File: config.mk
export PLATFORM = sky130hd
export DESIGN_NAME = bsg_link_ddr_reset_sequencer
export DESIGN_NICKNAME = d
export VERILOG_FILES = /design/src/rtl/bsg_link_ddr_seq_pkg.sv /design/src/rtl/bsg_link_ddr_seq_timer.sv /design/src/rtl/bsg_link_ddr_reset_sequencer.sv
export SDC_FILE = /design/constraint.sdc
export NUM_CORES = 1
export LEC_CHECK = 0
export CAP_MARGIN = 10
export CORE_MARGIN = 3
export CORE_UTILIZATION = 46
export DETAILED_ROUTE_END_ITERATION = 10
export PLACE_DENSITY = 0.8
export SLEW_MARGIN = 20
export SYNTH_ARGS = -nofsm -noshare
export SYNTH_HDL_FRONTEND = slang
export SYNTH_SLANG_ARGS = --single-unit
File: constraint.sdc
create_clock -name clk_i -period 2.7 [get_ports clk_i]
set_input_delay 0.54 -clock clk_i [delete_from_list [all_inputs] [get_ports clk_i]]
set_output_delay 0.54 -clock clk_i [all_outputs]
set_load 0.02 [all_outputs]
File: src/rtl/bsg_link_ddr_seq_pkg.sv
// Shared types for the DDR link reset sequencer: state encoding, reset bundle
// and the per-state reset decode.
`timescale 1ns/1ps
package bsg_link_ddr_seq_pkg;

   typedef enum logic [2:0] {
      SEQ_IDLE    = 3'd0,
      SEQ_RST_ALL = 3'd1,
      SEQ_TOK_HI  = 3'd2,
      SEQ_TOK_LO  = 3'd3,
      SEQ_UP_IO   = 3'd4,
      SEQ_DN_IO   = 3'd5,
      SEQ_CORE    = 3'd6,
      SEQ_DONE    = 3'd7
   } bsg_link_ddr_seq_state_e;

   typedef struct packed {
      logic io_up;
      logic io_down;
      logic token;
      logic core_up;
      logic core_down;
   } bsg_link_ddr_reset_s;

   localparam bsg_link_ddr_reset_s bsg_link_ddr_reset_all_c = '{
      io_up: 1'b1, io_down: 1'b1, token: 1'b0, core_up: 1'b1, core_down: 1'b1
   };

   function automatic bsg_link_ddr_reset_s resets_for_state(bsg_link_ddr_seq_state_e s);
      bsg_link_ddr_reset_s r;
      r = bsg_link_ddr_reset_all_c;
      case (s)
         SEQ_TOK_HI: r.token = 1'b1;
         SEQ_UP_IO:  r.io_up = 1'b0;
         SEQ_DN_IO: begin
            r.io_up   = 1'b0;
            r.io_down = 1'b0;
         end
         SEQ_CORE, SEQ_DONE: r = '0;
         default: ;
      endcase
      return r;
   endfunction

endpackage

File: src/rtl/bsg_link_ddr_seq_timer.sv
// Loadable phase-hold down-counter: latches a hold count (0 clamped to 1),
// reloads hold-1 on request, decrements to zero without wrapping.
`timescale 1ns/1ps
module bsg_link_ddr_seq_timer #(
   parameter int width_p = 8
) (
   input  logic               clk_i,
   input  logic               reset_n_i,
   input  logic               start_i,
   input  logic [width_p-1:0] wait_i,
   input  logic               reload_i,
   input  logic               dec_i,
   output logic               zero_o
);

   logic [width_p-1:0] hold_q;
   logic [width_p-1:0] cnt_q;
   logic [width_p-1:0] hold_eff;

   always_comb begin
      hold_eff = (wait_i == '0) ? width_p'(1) : wait_i;
   end

   always_ff @(posedge clk_i or negedge reset_n_i) begin
      if (!reset_n_i) begin
         hold_q <= width_p'(1);
         cnt_q  <= '0;
      end else if (start_i) begin
         hold_q <= hold_eff;
         cnt_q  <= hold_eff - width_p'(1);
      end else if (reload_i) begin
         cnt_q <= hold_q - width_p'(1);
      end else if (dec_i && cnt_q != '0) begin
         cnt_q <= cnt_q - width_p'(1);
      end
   end

   assign zero_o = (cnt_q == '0);

endmodule

File: src/rtl/bsg_link_ddr_reset_sequencer.sv
// One-shot bring-up/retrain reset sequencer for a DDR IO link pair.
// state   | meaning
// IDLE    | after reset, waiting for start; everything held in reset
// RST_ALL | all link resets asserted for W cycles
// TOK_HI  | async token reset pulsed high
// TOK_LO  | token reset low again, link resets still held
// UP_IO   | uplink io reset released
// DN_IO   | downlink io reset released
// CORE    | core-side resets released
// DONE    | link up; done held until restart or reset
`timescale 1ns/1ps
module bsg_link_ddr_reset_sequencer
   import bsg_link_ddr_seq_pkg::*;
#(
   parameter int wait_width_p   = 8,
   parameter int default_wait_p = 16
) (
   input  logic                    clk_i,
   input  logic                    reset_n_i,
   input  logic                    start_i,
   input  logic                    cfg_override_i,
   input  logic [wait_width_p-1:0] cfg_wait_i,
   output logic                    io_up_link_reset_o,
   output logic                    io_down_link_reset_o,
   output logic                    async_token_reset_o,
   output logic                    core_up_link_reset_o,
   output logic                    core_down_link_reset_o,
   output logic                    busy_o,
   output logic                    done_o,
   output logic [2:0]              state_o
);

   bsg_link_ddr_seq_state_e state_q, state_n;
   bsg_link_ddr_reset_s     resets_q, resets_n;
   logic [wait_width_p-1:0] wait_sel;
   logic accept, in_phase, zero;

   always_comb begin
      wait_sel = cfg_override_i ? cfg_wait_i : wait_width_p'(default_wait_p);
      accept   = start_i && (state_q == SEQ_IDLE || state_q == SEQ_DONE);
      in_phase = (state_q != SEQ_IDLE) && (state_q != SEQ_DONE);
      state_n  = state_q;
      if (accept)
         state_n = SEQ_RST_ALL;
      else if (in_phase && zero)
         state_n = bsg_link_ddr_seq_state_e'(state_q + 3'd1);
      resets_n = resets_for_state(state_n);
   end

   bsg_link_ddr_seq_timer #(.width_p(wait_width_p)) timer (
      .clk_i     (clk_i),
      .reset_n_i (reset_n_i),
      .start_i   (accept),
      .wait_i    (wait_sel),
      .reload_i  (in_phase && zero),
      .dec_i     (in_phase && !zero),
      .zero_o    (zero)
   );

   // Outputs are decoded from the next state so they flop on the state edge.
   always_ff @(posedge clk_i or negedge reset_n_i) begin
      if (!reset_n_i) begin
         state_q  <= SEQ_IDLE;
         resets_q <= bsg_link_ddr_reset_all_c;
         busy_o   <= 1'b0;
         done_o   <= 1'b0;
      end else begin
         state_q  <= state_n;
         resets_q <= resets_n;
         busy_o   <= (state_n != SEQ_IDLE) && (state_n != SEQ_DONE);
         done_o   <= (state_n == SEQ_DONE);
      end
   end

   assign io_up_link_reset_o     = resets_q.io_up;
   assign io_down_link_reset_o   = resets_q.io_down;
   assign async_token_reset_o    = resets_q.token;
   assign core_up_link_reset_o   = resets_q.core_up;
   assign core_down_link_reset_o = resets_q.core_down;
   assign state_o                = state_q;

endmodule

==> summary.txt <==
Logic synthesis
  • Number of synthesized flops with an enable pin: 0
  • Post-Syn Nets: 143
  • Synth cell types: 38
  • Most used DFF post-synth: dfrtp_1
  • Number of synthesized register bits: 25
  • Ys async rst share: 1.00
  • Post-Syn Instances: 128
  • Netlist Area Pre-Place: 0.00126 mm2
  • Synth warnings: 0
  • Seq/Total Area, Yosys: 0.500
  • Syn Area/Cell: 9.85 um2

Setup path
  • Slowest CP cell: or4_1
  • Startpoint types: flop
  • Reg2reg start: state_o[1]$_DFF_PN0_
  • Critical path required time: 2.95 ns
  • Critical path depth in cells: 8
  • Reg2reg end: timer.cnt_q[7]$_DFFE_PN0P_
  • CP Class: reg -> reg
  • Slowest Stage Delay on Critical Path: 0.53 ns
  • R2R cell count: 8
  • CP delay by family, top: simple AND/OR/NAND/NOR gates
  • CP Buf/Inv Count: 1
  • CP Capture Type: flop
  • Internal reg-to-reg setup slack: 0.14 ns
  • Worst EP arrival: 2.80 ns
  • Critical Path Fanout Max: 7
  • Cell chain of the critical path: inv_1 > ha_1 > mux2_2 > nand2_2 > a222oi_1 > nand4_2 > or4_1 > a31oi_1

STA
  • Slew @ Worst Pin: 0.454 ns
  • Fmax: 0.391 GHz
  • Final setup fails: 0
  • RSZ-0062 raised after global routing: no
  • Final worst-path cycle share: 0.946
  • Layout Skew: 0.00669 ns
  • Fin. max-slew vios: 0
  • Slew headroom: 0.698
  • Final hold vios: 0
  • Tmin final: 2.56 ns

Finish
  • Area Growth Syn to Fin: 29.4%
  • Final Core Density: 0.641
  • Fillers: 204
  • Ant diodes: 0
  • Fraction of layout cells with a size suffix above 1: 0.195
  • Fin nets: 180

Placement
  • Port buffer count: 21
  • DPL Wire Length: 2330 um
  • GP Congestion: 0.966

Floorplan
  • Die ar.: 0.00341 mm2
  • DIE WIDTH: 58.4 um
  • Ports: 22
  • # rows: 18
  • Initial Utilization: 0.496
  • Die H: 58.4 um
  • Core area: 0.00254 mm2

Hold path
  • Hold Path Cell Cnt: 2
  • Min-delay worst type: reg -> reg
  • Hold Path Sink: timer.hold_q[6]$_DFFE_PN0P_
  • Hold_sp: timer.hold_q[6]$_DFFE_PN0P_

Run status
  • Status: finished clean

Global routing
  • Initial antenna violation count: 0
  • Total grt overflow: 0
  • Largest net degree at the start of global routing: 26
  • First-pass GRT wire length: 5130 um
  • Number of global-route vias before repair: 1147
  • GRT Resource Usage Total: 0.198

Route
  • Vias: 1143
  • Number of remaining DRC errors: 0
  • Detailed Route WL: 3010 um
  • DR vias/cell: 5.89
  • Detailed Routing Iterations Pass 1: 5
  • Antenna Nets Post-Route: 0
  • WL per Instance: 15.5 um
  • Detailed router's first-iteration violation count: 71

CTS
  • Sink Count: 25
  • TritonCTS clock tree: done
  • H-tree Lvls: 1
  • Clk Latency, worst-skew pair: 0.32 ns
  • Clk buf depth: 2
  • Root Driver: clkbuf_4
  • Clock transition at the registers of the reported paths: 0.14 ns
  • Total CTS buffers: 3

Job
  • Number of max-cap violations: 0

Power and ir drop
  • Final Total Pwr: 0.00174 W
  • Leak Pwr: 0.697 nW
  • PwrDens: 1070 mW/mm2
  • Maximum vdd drop: 0.668 mV
-- Yosys cell counts, types with 2 or more instances --
| library cell | count | area share |
|---|---|---|
| inv_1 | 9 | 0.027 |
| a22o_1 | 3 | 0.021 |
| nand2_1 | 10 | 0.030 |
| and2_1 | 3 | 0.015 |
| buf_4 | 4 | 0.024 |
| o31ai_1 | 2 | 0.012 |
| dfrtp_1 | 21 | 0.42 |
| xnor2_1 | 2 | 0.014 |
| nor4_1 | 3 | 0.015 |
| o21ai_0 | 5 | 0.020 |
| and3_1 | 2 | 0.0099 |
| nor2_1 | 13 | 0.039 |
| a222oi_1 | 3 | 0.024 |
| a31oi_1 | 2 | 0.0099 |
| nand3_1 | 2 | 0.0079 |
| ha_1 | 3 | 0.030 |
| a21oi_1 | 11 | 0.044 |
| a211oi_1 | 2 | 0.012 |
| nor3_1 | 6 | 0.024 |
| dfstp_2 | 4 | 0.083 |
-- worst max-delay path by stage --
stage,startpoint,slack [ns],to
global route,state_o[1]$_DFF_PN0_,0.01,timer.cnt_q[7]$_DFFE_PN0P_
CTS,state_o[0]$_DFF_PN0_,0.05,timer.cnt_q[6]$_DFFE_PN0P_
floorplan,state_o[0]$_DFF_PN0_,0.07,timer.cnt_q[7]$_DFFE_PN0P_
finish,state_o[1]$_DFF_PN0_,0.14,timer.cnt_q[7]$_DFFE_PN0P_
global placement,start_i,0.03,timer.cnt_q[6]$_DFFE_PN0P_
detailed placement,start_i,-0.08,timer.cnt_q[6]$_DFFE_PN0P_
-- cell families after synthesis --
| logic type | after synthesis | share of synthesized area |
|---|---|---|
| simple gates | 46 | 0.186 |
| xor+xnor | 3 | 0.0208 |
| compound gates | 35 | 0.188 |
| fa+ha+maj | 3 | 0.0298 |
| buf+inv | 14 | 0.0595 |
| flops | 25 | 0.500 |
| mux | 2 | 0.0169 |
-- cell type report --
class / instances / area (um2) / area share
Clock inverter: 1 / 7.51 / 0.00460
Sequential cell: 25 / 631 / 0.387
Timing Repair Buffer: 37 / 330 / 0.202
Clock buffer: 3 / 22.5 / 0.0138
Tap cell: 30 / 37.5 / 0.0230
Multi-Input combinational cell: 89 / 569 / 0.349
Inverter: 9 / 33.8 / 0.0207
-- worst register-to-register path: stages (launching register included) --
cell      delay [ns]
dfrtp_1         0.43
inv_1           0.08
ha_1            0.21
mux2_2          0.25
nand2_2         0.13
a222oi_1        0.50
nand4_2         0.20
or4_1           0.53
a31oi_1         0.17
-- layer usage --
layer  GRT usage  part of all wire  vias up
li1            -                 -      534
met1       0.249              0.40      546
met2       0.340              0.50       51
met3      0.0307             0.072       12
met4      0.0828             0.026        0
met5           0                 0        -
-- report_power, final --
| group | internal [W] | switching, W |
|---|---|---|
| clock network | 0.0000565 | 0.000114 |
| registers | 0.000538 | 0.000117 |
| logic | 0.000454 | 0.000466 |
-- cells in the final DEF, fill, tap and decap left out, types with 4 or more instances in the layout --
cell type        netlist  routed
dfrtp_1               21      21
clkdlybuf4s50_1        0      21
buf_4                  4      16
nor2_1                13      13
a21oi_1               11      11
inv_1                  9       9
nand2_1               10       9
nor3_1                 6       6
o21ai_0                5       5
dfstp_2                4       4
-- through the flow --
step | hold WS, ns | instances | area, um2 | TNS [ns] | setup slack (ns)
floorplan | 0.244 | 128 | 1260 | 0 | 0.0744
global placement | 0.478 | 188 | 1570 | 0 | 0.0263
detailed placement | 0.478 | 188 | 1570 | -0.0931 | -0.0753
CTS | 0.511 | 192 | 1600 | 0 | 0.0467
global route | 0.560 | 194 | 1630 | 0 | 0.0119
finish | 0.518 | 194 | 1630 | 0 | 0.145
-- state kept, by name, indices dropped and copies added (netlist names) --
signal / flops
state_o: 3
timer.cnt_q: 8
timer.hold_q: 8
busy_o: 1
core_down_link_reset_o: 1
done_o: 1
io_up_link_reset_o: 1
async_token_reset_o: 1
io_down_link_reset_o: 1
-- what timing repair did --
| item | 4_1_cts | 5_1_grt |
|---|---|---|
| buffers inserted | 0 | 2 |
| setup endpoints to repair | 0 | 3 |
| hold buffers | 0 | 0 |
| resized for setup | 0 | 4 |
Power figures use the tool's default switching activity.
